===== config.mk =====
export PLATFORM = sky130hd
export DESIGN_NAME = stack_alu
export DESIGN_NICKNAME = d
export VERILOG_FILES = /design/src/rtl/stack_alu_pkg.sv /design/src/rtl/stack_seq_mult.sv /design/src/rtl/stack_alu.sv
export SDC_FILE = /design/constraint.sdc
export NUM_CORES = 1
export LEC_CHECK = 0
export ABC_AREA = 1
export CAP_MARGIN = 20
export CORE_ASPECT_RATIO = 1.1
export CORE_MARGIN = 2
export CORE_UTILIZATION = 25
export DETAILED_ROUTE_END_ITERATION = 10
export GPL_TIMING_DRIVEN = 0
export MAX_ROUTING_LAYER = met4
export SLEW_MARGIN = 10
export SYNTH_ARGS = -nofsm -noshare
export SYNTH_HDL_FRONTEND = slang
export SYNTH_SLANG_ARGS = --single-unit
export TNS_END_PERCENT = 100

===== constraint.sdc =====
create_clock -name clk -period 4.4 [get_ports clk]
set_clock_uncertainty 0.05 [all_clocks]
set_input_delay 1.32 -clock clk [delete_from_list [all_inputs] [get_ports clk]]
set_output_delay 1.32 -clock clk [all_outputs]
set_load 0.05 [all_outputs]

===== src/rtl/stack_alu_pkg.sv =====
// Shared opcodes, FSM states and overflow helper
// for the stack ALU datapath.
package stack_alu_pkg;

  localparam logic [2:0] OP_NOP  = 3'b000;
  localparam logic [2:0] OP_SUB  = 3'b001;
  localparam logic [2:0] OP_DUP  = 3'b010;
  localparam logic [2:0] OP_SWAP = 3'b011;
  localparam logic [2:0] OP_ADD  = 3'b100;
  localparam logic [2:0] OP_MUL  = 3'b101;
  localparam logic [2:0] OP_PUSH = 3'b110;
  localparam logic [2:0] OP_POP  = 3'b111;

  typedef enum logic {
    ST_IDLE,
    ST_MULT
  } state_t;

  // True when a sign-extended result does not fit in w signed bits.
  function automatic logic ovf_chk(
    input logic signed [63:0] v,
    input int unsigned        w
  );
    logic signed [63:0] lim;
    lim = 64'sd1 <<< (w - 1);
    return (v >= lim) || (v < -lim);
  endfunction

endpackage


===== src/rtl/stack_seq_mult.sv =====
// Iterative signed shift-add multiplier.
// One partial product per cycle; the sign bit's is subtracted.
module stack_seq_mult #(
  parameter int WIDTH = 8
) (
  input  logic               clk,
  input  logic               rst_n,
  input  logic               start,
  input  logic [WIDTH-1:0]   a,
  input  logic [WIDTH-1:0]   b,
  output logic               done,
  output logic [2*WIDTH-1:0] product
);

  localparam int CW = $clog2(WIDTH) + 1;

  logic                 r_busy;
  logic [CW-1:0]        r_cnt;
  logic [2*WIDTH-1:0]   r_acc;
  logic [2*WIDTH-1:0]   r_mcand;
  logic [WIDTH-1:0]     r_mplr;

  logic                 w_last;
  logic [2*WIDTH-1:0]   w_pp;
  logic [2*WIDTH-1:0]   w_nxt;

  assign w_last  = (r_cnt == CW'(WIDTH - 1));
  assign w_pp    = r_mplr[0] ? r_mcand : '0;
  assign w_nxt   = w_last ? (r_acc - w_pp) : (r_acc + w_pp);
  // Product is presented combinationally on the final step.
  assign done    = r_busy && w_last;
  assign product = w_nxt;

  always_ff @(posedge clk or negedge rst_n) begin
    if (!rst_n) begin
      r_busy  <= 1'b0;
      r_cnt   <= '0;
      r_acc   <= '0;
      r_mcand <= '0;
      r_mplr  <= '0;
    end else if (start) begin
      r_busy  <= 1'b1;
      r_cnt   <= '0;
      r_acc   <= '0;
      r_mcand <= {{WIDTH{a[WIDTH-1]}}, a};
      r_mplr  <= b;
    end else if (r_busy) begin
      r_acc   <= w_nxt;
      r_mcand <= r_mcand << 1;
      r_mplr  <= r_mplr >> 1;
      r_cnt   <= r_cnt + CW'(1);
      if (w_last) r_busy <= 1'b0;
    end
  end

endmodule


===== src/rtl/stack_alu.sv =====
// LIFO operand stack with integrated ALU behind a
// valid/ready command port; MUL runs on an iterative multiplier.
module stack_alu
  import stack_alu_pkg::*;
#(
  parameter int WIDTH = 8,
  parameter int DEPTH = 16,
  parameter int PTR_W = $clog2(DEPTH + 1)
) (
  input  logic             clk,
  input  logic             rst_n,
  input  logic             in_valid,
  output logic             in_ready,
  input  logic [2:0]       opcode,
  input  logic [WIDTH-1:0] in,
  output logic             out_valid,
  output logic [WIDTH-1:0] out,
  output logic             overflow,
  output logic             err,
  output logic [PTR_W-1:0] index
);

  localparam int AW = $clog2(DEPTH);

  state_t             r_state;
  logic [PTR_W-1:0]   r_idx;
  logic [WIDTH-1:0]   r_stk [DEPTH];

  logic               w_acc;
  logic               w_err;
  logic               w_full;
  logic               w_empty;
  logic               w_lt2;
  logic               w_mul_go;
  logic               w_done;
  logic [AW-1:0]      w_ia;
  logic [AW-1:0]      w_ib;
  logic [AW-1:0]      w_ip;
  logic [WIDTH-1:0]   w_a;
  logic [WIDTH-1:0]   w_b;
  logic signed [63:0] w_sum;
  logic signed [63:0] w_dif;
  logic signed [63:0] w_p64;
  logic [2*WIDTH-1:0] w_prod;

  assign in_ready = (r_state == ST_IDLE);
  assign index    = r_idx;
  assign w_acc    = in_valid && in_ready;

  assign w_full  = (r_idx == PTR_W'(DEPTH));
  assign w_empty = (r_idx == '0);
  assign w_lt2   = (r_idx < PTR_W'(2));

  assign w_ia = AW'(r_idx - PTR_W'(1));
  assign w_ib = AW'(r_idx - PTR_W'(2));
  assign w_ip = AW'(r_idx);
  assign w_a  = r_stk[w_ia];
  assign w_b  = r_stk[w_ib];

  assign w_sum = 64'($signed(w_b)) + 64'($signed(w_a));
  assign w_dif = 64'($signed(w_b)) - 64'($signed(w_a));
  assign w_p64 = 64'($signed(w_prod));

  always_comb begin
    w_err = 1'b0;
    unique case (opcode)
      OP_PUSH: w_err = w_full;
      OP_DUP:  w_err = w_full || w_empty;
      OP_POP:  w_err = w_empty;
      OP_SWAP,
      OP_ADD,
      OP_SUB,
      OP_MUL:  w_err = w_lt2;
      default: w_err = 1'b0;
    endcase
  end

  assign w_mul_go = w_acc && (opcode == OP_MUL) && !w_err;

  stack_seq_mult #(
    .WIDTH(WIDTH)
  ) u_mult (
    .clk    (clk),
    .rst_n  (rst_n),
    .start  (w_mul_go),
    .a      (w_a),
    .b      (w_b),
    .done   (w_done),
    .product(w_prod)
  );

  // Stack contents need no reset; index alone defines validity.
  always_ff @(posedge clk) begin
    if (r_state == ST_MULT && w_done) begin
      r_stk[w_ip] <= w_prod[WIDTH-1:0];
    end else if (w_acc && !w_err) begin
      unique case (opcode)
        OP_PUSH: r_stk[w_ip] <= in;
        OP_DUP:  r_stk[w_ip] <= w_a;
        OP_SWAP: begin
          r_stk[w_ia] <= w_b;
          r_stk[w_ib] <= w_a;
        end
        OP_ADD:  r_stk[w_ib] <= w_sum[WIDTH-1:0];
        OP_SUB:  r_stk[w_ib] <= w_dif[WIDTH-1:0];
        default: ;
      endcase
    end
  end

  always_ff @(posedge clk or negedge rst_n) begin
    if (!rst_n) begin
      r_state   <= ST_IDLE;
      r_idx     <= '0;
      out       <= '0;
      out_valid <= 1'b0;
      overflow  <= 1'b0;
      err       <= 1'b0;
    end else begin
      out_valid <= 1'b0;
      unique case (r_state)
        ST_IDLE: begin
          if (w_acc && opcode != OP_NOP) begin
            err       <= w_err;
            overflow  <= 1'b0;
            out_valid <= !w_mul_go;
            if (!w_err) begin
              unique case (opcode)
                OP_PUSH: begin
                  out   <= in;
                  r_idx <= r_idx + PTR_W'(1);
                end
                OP_POP: begin
                  out   <= w_a;
                  r_idx <= r_idx - PTR_W'(1);
                end
                OP_DUP: begin
                  out   <= w_a;
                  r_idx <= r_idx + PTR_W'(1);
                end
                OP_SWAP: out <= w_b;
                OP_ADD: begin
                  out      <= w_sum[WIDTH-1:0];
                  overflow <= ovf_chk(w_sum, WIDTH);
                  r_idx    <= r_idx - PTR_W'(1);
                end
                OP_SUB: begin
                  out      <= w_dif[WIDTH-1:0];
                  overflow <= ovf_chk(w_dif, WIDTH);
                  r_idx    <= r_idx - PTR_W'(1);
                end
                OP_MUL: begin
                  r_state <= ST_MULT;
                  r_idx   <= r_idx - PTR_W'(2);
                end
                default: ;
              endcase
            end
          end
        end
        ST_MULT: begin
          if (w_done) begin
            r_state   <= ST_IDLE;
            out_valid <= 1'b1;
            err       <= 1'b0;
            out       <= w_prod[WIDTH-1:0];
            overflow  <= ovf_chk(w_p64, WIDTH);
            r_idx     <= r_idx + PTR_W'(1);
          end
        end
        default: r_state <= ST_IDLE;
      endcase
    end
  end

endmodule

==> summary.md, run 1 <==
| Metric | Value |
|---|---|
| Status | `complete, but fails checks` |
| Violated checks | `setup timing` |
| Crit path DAT | `4.64 ns` |
| DR WL/cell | `20.3 µm` |
| Unrepaired setup endpoints after global routing | `true` |
| Detail Placement HPWL | `between 40 and 50 mm` |
| Post-synth top area share | `0.271` |
| Synth Register Bits | `190` |
| Mean Syn Cell Area | `6.95 µm²` |
| Register-to-Register Path Depth | `28` |
| Clk_lat worst skew | `about 0.48 ns` |
| GR peak layer | `met2` |
| Worst setup EP type | `flop` |
| Critical R2R Launch | `index[0]` |
| Remaining Overflow, GRT | `0` |
| I/O Buffers | `30` |
| CP max FO | `10` |
| Area delta synth->final | `18.8%` |
| Die H | `about 250 µm` |
| Setup Slack @ Placement | `-1.56 ns` |
| Via count | `between 10000 and 15000` |
| Worst-path clk slew | `about 0.07 ns` |
| Number of enable flip-flop cells after synthesis | `between 100 and 150` |
| Netlist cell types | `46` |
| Startpoint class of the critical path | `input pin` |
| Warnings, synthesis | `0` |
| Post-synth top cells | `nand2_1 (779), inv_1 (185), o21ai_0 (168)` |
| Share of cells above drive strength 1 | `0.131` |
| FILL cells | `just over 6000` |
| # IOs | `31` |
| Cell Area, Placed | `15500 µm²` |
| CTS tree | `done` |
| Fin. max-slew vios | `0` |
| Fin. Hold Viols | `0` |
| Post-synth top flop | `edfxtp_1` |
| F_max | `219 MHz` |
| Initial antenna violation count | `0` |
| Vias per std cell | `approximately 5.0` |
| Number of buffers created by CTS | `17` |
| Worst R2R End | `r_stk[5][6]` |
| CTS Buffer Depth | `2` |
| Antenna Cells | `0` |
| R2r setup slk | `about 0.17 ns` |
| Drt pass-1 iters | `6` |
| Normalized max-slew margin | `0.449` |
| Drc violations | `0` |
| Fin util | `0.301` |
| GRT Overall Usage | `0.205` |
| Worst setup path class | `in -> reg` |
| # clock sinks | `190` |
| # setup viols final | `38` |
| Leading area contributor after synthesis | `edfxtp_1` |
| Gate Count Post-Synth | `approximately 2000` |
| Worst hold path startpoint | `u_mult.r_acc[3]` |
| Final GP Congestion | `between 1 and 1.5` |
| DRT iter0 DRCs | `between 1500 and 2000` |
| Initial Util | `0.253` |
| Final #Nets | `about 2200` |
| First-pass GRT wire length | `between 80 and 90 mm` |
| M3 GR Usage | `0.0387` |
| Capture point of the worst path | `r_stk[15][6]` |
| Final instance area | `~17000 µm²` |
| Largest net degree at the start of global routing | `63` |
| Mapped Nets | `2097` |
| Synthesized cell area | `between 10000 and 15000 µm²` |
| Synth top area cells | `edfxtp_1 (27%), nand2_1 (21%), dfrtp_1 (11%), o21ai_0 (5.9%), inv_1 (4.9%)` |
| Sequential share of the synthesized area | `0.381` |
| Die Width | `231 µm` |
| HP Class | `reg -> reg` |
| Data required, critical path | `4.47 ns` |
| Met1 Track Usage GR | `0.244` |
| Met2 track demand over resource | `0.333` |
| Die Area | `about 59000 µm²` |
| Root Driver | `clkbuf_16` |
| Area of the core | `around 56000 µm²` |
| Vias in the first global route | `roughly 14000` |
| Worst Setup SP | `opcode[0]` |
| CTS H-tree lvls | `4` |
| Num rows | `91` |
| Ys async rst share | `0.326` |
| Crit share post-route | `1.04` |
| Setup ws final | `-0.162 ns` |
| Slew at the pin with the worst max-slew slack | `between 0.8 and 0.9 ns` |
| Tmin final | `about 4.6 ns` |
| CTS Hold Bufs | `0` |
| Total wire length | `58.7 mm` |
| Final ANT Viol Nets | `0` |
| MaxCap Viol Count | `0` |
| Top-count cell post-synth | `nand2_1` |
per-layer routing:
layer	wire [µm]	up-vias
li1	-	6870
met1	23800	6871
met2	27600	657
met3	4400	160
met4	2810	0
met5	0	-
metrics by stage:
| step | setup TNS [ns] | std cells | hold slack, ns |
|---|---|---|---|
| detailed placement | -218.14 | 2820 | 0.419 |
| finish | -4.62 | 2885 | 0.435 |
| CTS | -0.0520 | 2868 | 0.439 |
| floorplan | 0 | 2040 | 0.398 |
| global route | -7.31 | 2885 | 0.461 |
| global placement | -249.84 | 2814 | 0.418 |
kinds of logic after synthesis:
| family | after synthesis | synth area share |
|---|---|---|
| and+or+nand+nor | 1080 | 0.314 |
| AOI/OAI and AO/OA | 398 | 0.160 |
| buffers and inverters | 298 | 0.0865 |
| DFF | 190 | 0.381 |
| adders and majority gates | 43 | 0.0396 |
| xor gates and xnor gates | 31 | 0.0197 |
how the worst min path moves through the flow:
| stage | cells after the start | endpoint | slack, ns |
|---|---|---|---|
| floorplan | 2 | u_mult.r_acc[3] | 0.40 |
| finish | 2 | u_mult.r_acc[3] | 0.44 |
| CTS | 2 | u_mult.r_acc[4] | 0.44 |
| global placement | 2 | u_mult.r_acc[3] | 0.42 |
| global route | 2 | out[6] | 0.46 |
| detailed placement | 2 | u_mult.r_acc[4] | 0.42 |
placed cells by master (no fill, tap or decap), drive strengths merged:
cell / n
nor2: 141
a32o: 2
o21a: 4
a22oi: 4
inv: 215
clkbuf: 42
xor2: 22
nor3: 11
a21boi: 1
dfrtp: 62
buf: 103
clkdlybuf4s50: 29
or2: 1
o211ai: 46
nand4: 10
nand2: 790
clkinv: 8
o221ai: 16
xnor2: 9
edfxtp: 128
and2: 2
a21oi: 129
o22ai: 9
clkinvlp: 1
o21ai: 181
nand3: 124
a22o: 2
a211oi: 1
nand3b: 2
o21bai: 2
fa: 3
ha: 40
a31oi: 1
worst max-delay path: stages:
cell	delay (ns)
clkdlybuf4s50_1	0.59
nor2_1	0.27
inv_1	0.06
nand3_1	0.09
nand3_2	0.12
nor2_4	0.24
nand2_2	0.20
buf_4	0.25
nand4_1	0.33
nand3_1	0.53
o21ai_2	0.60
layout make-up:
cell class | instances | area [µm²] | share of cell area
flip-flops and latches | 190 | 5400 | 0.321
plain buffers | 80 | 559 | 0.0332
multi-input cells | 1553 | 7890 | 0.469
repair buffers | 75 | 686 | 0.0407
inverters | 211 | 808 | 0.0480
well taps | 744 | 931 | 0.0553
clock buffers | 19 | 464 | 0.0276
clock inverters | 13 | 101 | 0.00602
state kept, by name (all words and copies together) (netlist names):
signal,cells
u_mult.r_busy,1
r_state,1
u_mult.r_cnt,4
out_valid,1
u_mult.r_mplr,8
out,8
r_stk,128
index,5
u_mult.r_mcand,16
err,1
overflow,1
u_mult.r_acc,16
repair_timing:
action / in CTS / in global routing
buffers inserted: 17 / 20
resized for setup: 102 / 69
cloned: 1 / 2
setup endpoints to repair: 223 / 197
pin swaps: 11 / 24
Power of run 1 is not shown: default switching activity piles up to over one toggle a cycle in this logic, so the estimate is an artifact.
==> run 2, diff against run 1 <==
--- a/config.mk
+++ b/config.mk
@@ -9,12 +9,13 @@
 export CAP_MARGIN = 20
 export CORE_ASPECT_RATIO = 1.1
 export CORE_MARGIN = 2
-export CORE_UTILIZATION = 25
+export CORE_UTILIZATION = 50
 export DETAILED_ROUTE_END_ITERATION = 10
 export GPL_TIMING_DRIVEN = 0
 export MAX_ROUTING_LAYER = met4
+export PLACE_DENSITY = 0.69
 export SLEW_MARGIN = 10
 export SYNTH_ARGS = -nofsm -noshare
 export SYNTH_HDL_FRONTEND = slang
 export SYNTH_SLANG_ARGS = --single-unit
-export TNS_END_PERCENT = 100
+export TNS_END_PERCENT = 1
==> run 2 against run 1 <==
Effect of this change: the flow still finishes with violations (setup timing); flip-flop and latch count did not move; final cell count is 12% lower; count of clock-buffer cells in the layout is 2 lower; final area decreased by 0.19%; non-clock buffer count is 30 higher; sequential share of layout area grew 0.060 points; first-iteration DRC count up 17%; global-route usage rose by 22 points; utilization is 30 points higher; register-to-register slack got worse by 0.20 ns; setup slack gained 0.097 ns; critical path depth stayed put.
==> summary.md, run 2 (same netlist as run 1, synthesis figures left out) <==
| Metric | Value |
|---|---|
| Data required, critical path | `4.45 ns (-0.02 ns)` |
| Initial Util | `0.508 (+0.256)` |
| Root Driver | `clkbuf_16` |
| Violated checks | `setup timing` |
| Drt pass-1 iters | `8 (+2)` |
| # setup viols final | `62 (+63%)` |
| Worst R2R End | `r_stk[1][5]` |
| CTS H-tree lvls | `4 (unchanged)` |
| DRT iter0 DRCs | `1787 (+17%)` |
| Commonest non-fill, non-tap cells in the layout | `nand2_1 (747), inv_1 (178), o21ai_0 (139)` |
| Total wire length | `61.7 mm (+5.1%)` |
| Worst-path clk slew | `0.08 ns (about the same)` |
| CP max FO | `10 (unchanged)` |
| # IOs | `31 (unchanged)` |
| Startpoint class of the critical path | `input pin` |
| Setup ws final | `-0.0657 ns (+0.0968 ns)` |
| Final #Nets | `2214 (+1.3%)` |
| Worst setup path class | `in -> reg` |
| Vias in the first global route | `14200 (+1.0%)` |
| I/O Buffers | `30 (unchanged)` |
| Final GP Congestion | `1.14 (+7.3%)` |
| Final TNS setup | `-1.99 ns (+2.63 ns)` |
| Area of the core | `27900 µm² (-50%)` |
| CTS Buffer Depth | `2 (unchanged)` |
| Fin. Hold Viols | `0 (unchanged)` |
| Num rows | `64 (-30%)` |
| Largest net degree at the start of global routing | `63 (unchanged)` |
| MaxCap Viol Count | `0 (unchanged)` |
| Unrepaired setup endpoints after global routing | `true` |
| Tmin final | `4.47 ns (-0.0968 ns)` |
| Remaining Overflow, GRT | `0 (unchanged)` |
| WL met2 | `29.1 mm (+5.3%)` |
| Vias per std cell | `5.98 (+19%)` |
| Worst hold path startpoint | `u_mult.r_acc[3]` |
| Initial antenna violation count | `3 (+3)` |
| CP peak stage delay | `0.58 ns (-0.02 ns)` |
| Clk_lat worst skew | `0.46 ns (-0.02 ns)` |
| # clock sinks | `190 (unchanged)` |
| Worst setup EP type | `flop` |
| Fin. max-slew vios | `0 (unchanged)` |
| HP Class | `reg -> reg` |
| Die Width | `165 µm (-29%)` |
| Die H | `181 µm (-29%)` |
| F_max | `224 MHz (+2.2%)` |
| Slew at the pin with the worst max-slew slack | `0.796 ns (-0.0254 ns)` |
| Status | `complete, but fails checks` |
| WL met3 | `5.22 mm (+19%)` |
| Area delta synth->final | `18.6%` |
| Crit path cell chain | `clkdlybuf4s50_1 > nor2_1 > inv_1 > nand3_1 > nand3_2 > nor2_4 > nand2_2 > buf_4 > nand4_1 > nand3_1 > o21ai_2` |
| GRT Overall Usage | `0.427 (+0.222)` |
| Top reg by flops | `r_stk` |
| Die Area | `29700 µm² (-49%)` |
| Final ANT Viol Nets | `0 (unchanged)` |
| Slowest CP cell | `o21ai_2` |
| Crit path DAT | `4.51 ns (-0.13 ns)` |
| Crit share post-route | `1.01 (-0.0220)` |
| DR WL/cell | `24.3 µm (+20%)` |
| Top Metal Used | `met4` |
| Most used cell, CP | `nand3_1` |
| Top Registers | `r_stk (128), u_mult.r_acc (16), u_mult.r_mcand (16)` |
| Number of buffers created by CTS | `17 (unchanged)` |
| Share of cells above drive strength 1 | `0.152 (+0.0208)` |
| Leading cell type in the layout, fill and taps excluded | `nand2_1` |
| Detail Placement HPWL | `45.8 mm (+5.0%)` |
| Worst hold stages | `2 (unchanged)` |
| Drc violations | `0 (unchanged)` |
| Worst Hold Path EP | `u_mult.r_acc[3]` |
| CTS tree | `done` |
| Register-to-Register Path Depth | `25 (-11%)` |
| R2r setup slk | `-0.03 ns (-0.20 ns)` |
| First-pass GRT wire length | `89.3 mm (+3.3%)` |
| Met1 WL | `22.7 mm (-5.0%)` |
| Normalized max-slew margin | `0.470 (+0.0206)` |
| Final hold slack | `0.440 ns (+0.00480 ns)` |
| Via count | `15200 (+4.2%)` |
| Critical R2R Launch | `index[0]` |
| Largest register FFs | `128 (unchanged)` |
==> run 2: layer usage <==
layer,vias up,global-route usage
met4,0,0.258
met3,245,0.0746
met5,-,-
li1,6937,-
met2,934,0.682
met1,7055,0.498
==> run 2: worst max path at each step <==
stage | slack [ns] | start | endpoint
after floorplan | 0.06 | index[1] | r_stk[0][6]
after CTS | -0.17 | index[1] | r_stk[1][6]
after detailed placement | -2.19 | index[1] | r_stk[5][5]
final | -0.07 | opcode[0] | r_stk[11][0]
after global routing | -0.16 | opcode[0] | r_stk[13][2]
after global placement | -2.20 | index[0] | r_stk[15][5]
==> run 2: final cells by class <==
cell class	count	area (µm²)
Clock buffer	17	425
Antenna cell	2	5.00
Clock inverter	15	143
Tap cell	363	454
Buffer	86	616
Fill cell	2565	11100
Sequential cell	190	5400
Multi-Input combinational cell	1552	8000
Timing Repair Buffer	99	947
Inverter	211	818
==> run 2: metrics by stage <==
| step | setup slack (ns) | area (µm²) | instances | util |
|---|---|---|---|---|
| after CTS | -0.171 | 16000 | 2483 | 0.573 |
| after floorplan | 0.0605 | 14200 | 2040 | - |
| after global placement | -2.20 | 14900 | 2433 | 0.536 |
| after global routing | -0.155 | 16800 | 2535 | 0.603 |
| after detailed placement | -2.19 | 15000 | 2437 | 0.537 |
| final | -0.0657 | 16800 | 2535 | 0.603 |
==> run 2: what timing repair did <==
| item | CTS | global route |
|---|---|---|
| hold buffers | 0 | 0 |
| pin swaps | 12 | 41 |
| cloned | 1 | 3 |
| gates resized for setup | 99 | 117 |
| buffers inserted | 14 | 45 |
| endpoints found under the hold margin | 0 | 0 |
| endpoints found under the setup margin | 253 | 212 |
==> run 2: worst max-delay path: cells and delay by family <==
family / cells / cell delay (ns)
compound gates: 1 / 0.58
buf+inv: 3 / 0.85
simple gates: 7 / 1.75
Power of run 2 is left out for the same reason.
==> run 3, diff against run 2 <==
--- a/config.mk
+++ b/config.mk
@@ -9,11 +9,10 @@
 export CAP_MARGIN = 20
 export CORE_ASPECT_RATIO = 1.1
 export CORE_MARGIN = 2
-export CORE_UTILIZATION = 50
+export CORE_UTILIZATION = 40
 export DETAILED_ROUTE_END_ITERATION = 10
 export GPL_TIMING_DRIVEN = 0
 export MAX_ROUTING_LAYER = met4
-export PLACE_DENSITY = 0.69
 export SLEW_MARGIN = 10
 export SYNTH_ARGS = -nofsm -noshare
 export SYNTH_HDL_FRONTEND = slang
==> constraint.sdc (replaced) <==
create_clock -name clk -period 4.4 [get_ports clk]
set_clock_uncertainty 0.05 [all_clocks]
set_input_delay 0.88 -clock clk [delete_from_list [all_inputs] [get_ports clk]]
set_output_delay 0.88 -clock clk [all_outputs]
set_load 0.05 [all_outputs]
==> run 3 against run 2 <==
Effect of this change: the flow now finishes without violations; non-clock buffer count is 27 lower; utilization is 13 points lower; critical path type is now reg -> reg; first-iteration DRC count decreased by 3.5%; count of clock-buffer cells in the layout rose by 3.
==> summary.md, run 3 (same netlist as run 1, synthesis figures left out) <==
| Metric | Value |
|---|---|
| Final #Nets | `2187 (-1.2%)` |
| Crit share post-route | `0.999 (-0.0162)` |
| Initial antenna violation count | `4 (+1)` |
| Status | `completed` |
| Worst setup path class | `reg -> reg` |
| Worst setup EP type | `flop` |
| MaxCap Viol Count | `0 (unchanged)` |
| CP max FO | `14 (+4)` |
| Drc violations | `0 (unchanged)` |
| I/O Buffers | `30 (unchanged)` |
| Final ANT Viol Nets | `0 (unchanged)` |
| Total wire length | `63.3 mm (+2.6%)` |
| Drt pass-1 iters | `6 (-2)` |
| # IOs | `31 (unchanged)` |
| Fin util | `0.468 (-0.135)` |
| Die Width | `183 µm (+12%)` |
| DRT iter0 DRCs | `1725 (-3.5%)` |
| Die H | `201 µm (+12%)` |
| Top Metal Used | `met4` |
| Slowest CP cell | `dfrtp_2` |
| Largest net degree at the start of global routing | `58 (-7.9%)` |
| Commonest non-fill, non-tap cells in the layout | `nand2_1 (758), inv_1 (179), o21ai_0 (152)` |
| Leading cell type in the layout, fill and taps excluded | `nand2_1` |
| Register-to-Register Path Depth | `28 (+12%)` |
| Fin. max-slew vios | `0 (unchanged)` |
| CTS Hold Bufs | `0 (unchanged)` |
| Cell Area, Placed | `15100 µm² (+0.68%)` |
| Initial Util | `0.404 (-0.104)` |
| Area of the core | `35000 µm² (+26%)` |
| Setup Slack @ Placement | `-2.11 ns (+0.0796 ns)` |
| Top reg by flops | `r_stk` |
| GRT Overall Usage | `0.358 (-0.0680)` |
| Number of buffers created by CTS | `17 (unchanged)` |
| FILL cells | `3571 (+39%)` |
| # clock sinks | `190 (unchanged)` |
| CP peak stage delay | `0.49 ns (-0.09 ns)` |
| DR WL/cell | `24.4 µm (+0.38%)` |
| Via count | `14900 (-1.9%)` |
| Most used cell, CP | `nand2_1` |
| Detail Placement HPWL | `46.9 mm (+2.5%)` |
| Area delta synth->final | `15.9%` |
| Final instance area | `16400 µm² (-2.3%)` |
| Normalized max-slew margin | `0.216 (-0.254)` |
| Root Driver | `clkbuf_16` |
| Setup ws final | `0.00546 ns (+0.0712 ns)` |
| Tmin final | `4.39 ns (-0.0712 ns)` |
| Slew at the pin with the worst max-slew slack | `1.17 ns (+0.373 ns)` |
| WL met3 | `5.30 mm (+1.6%)` |
| WL met2 | `29.5 mm (+1.4%)` |
| Num rows | `72 (+13%)` |
| Remaining Overflow, GRT | `0 (unchanged)` |
| CTS H-tree lvls | `4 (unchanged)` |
| Startpoint class of the critical path | `flop` |
| Top Registers | `r_stk (128), u_mult.r_acc (16), u_mult.r_mcand (16)` |
| Clk_lat worst skew | `0.47 ns (about the same)` |
| Worst-path clk slew | `0.07 ns (about the same)` |
| Vias in the first global route | `14100 (-0.20%)` |
| Largest register FFs | `128 (unchanged)` |
| # setup viols final | `0 (-100%)` |
| CTS Buffer Depth | `2 (unchanged)` |
| Vias per std cell | `5.75 (-4.0%)` |
| First-pass GRT wire length | `93.3 mm (+4.4%)` |
| Data required, critical path | `4.57 ns (+0.12 ns)` |
| Die Area | `36900 µm² (+24%)` |
| HP Class | `in -> async` |
| Fin. Hold Viols | `0 (unchanged)` |
| Crit path DAT | `4.56 ns (+0.05 ns)` |
| F_max | `228 MHz (+1.6%)` |
| Unrepaired setup endpoints after global routing | `true` |
| Met1 WL | `24.5 mm (+8.1%)` |
| CTS tree | `done` |
| Final GP Congestion | `1.08 (-5.0%)` |
| Share of cells above drive strength 1 | `0.127 (-0.0247)` |
-- run 3: cell count changes in the layout (fill, tap and decap cells not counted), sizes merged --
cell	previous run	this run
diode	2	4
inv	217	216
clkinv	5	6
clkinvlp	4	1
buf	126	103
bufbuf	1	0
-- run 3: final cells by class --
| class | count | area [µm²] | share of cell area |
|---|---|---|---|
| Antenna cell | 4 | 10.0 | 0.000610 |
| Buffer | 85 | 608 | 0.0370 |
| Clock buffer | 20 | 467 | 0.0284 |
| Clock inverter | 12 | 100 | 0.00610 |
| Inverter | 211 | 806 | 0.0491 |
| Multi-Input combinational cell | 1552 | 7820 | 0.476 |
| Sequential cell | 190 | 5400 | 0.329 |
| Tap cell | 444 | 556 | 0.0338 |
| Timing Repair Buffer | 73 | 652 | 0.0397 |
-- run 3: path summary, 6_finish.rpt --
check | start | slack, ns | end
max | index[1] | 0.005 | r_stk[14][6]
min | rst_n | 0.18 | index[4]
max reg2reg | index[1] | 0.005 | r_stk[14][6]
min reg2reg | u_mult.r_acc[3] | 0.44 | u_mult.r_acc[3]
max in group asynchronous | rst_n | 3.60 | u_mult.r_acc[11]
min in group clk | u_mult.r_acc[3] | 0.44 | u_mult.r_acc[3]
-- run 3: routing by layer --
layer  vias up  GRT usage
met2       781      0.563
met1      7037      0.427
li1       6879          -
met3       191     0.0720
met5         -          -
met4         0      0.208
-- run 3: timing repair --
item | CTS | global route
hold endpoints to repair | 0 | 0
pin swaps | 17 | 13
buffers inserted | 19 | 9
gates resized for setup | 102 | 53
cloned | 0 | 1
setup endpoints to repair | 274 | 118
-- run 3: per-stage QoR --
step	TNS, ns	cells	hold slack [ns]
after floorplan	0	2040	0.398
final	0	2591	0.182
after detailed placement	-258.50	2519	0.420
after CTS	-0.0440	2568	0.172
after global routing	-1.49	2591	0.176
after global placement	-261.82	2514	0.421
-- run 3: worst max-delay path: cells and delay by family, from the launching register on --
kind                     cells  cell delay [ns]
AND/OR/NAND/NOR             13             1.18
buffers and inverters        8             1.19
adder cells (fa/ha/maj)      2             0.52
AO/OA/AOI/OAI                5             0.70
flip-flops                   1             0.49
Power of run 3 is left out for the same reason.
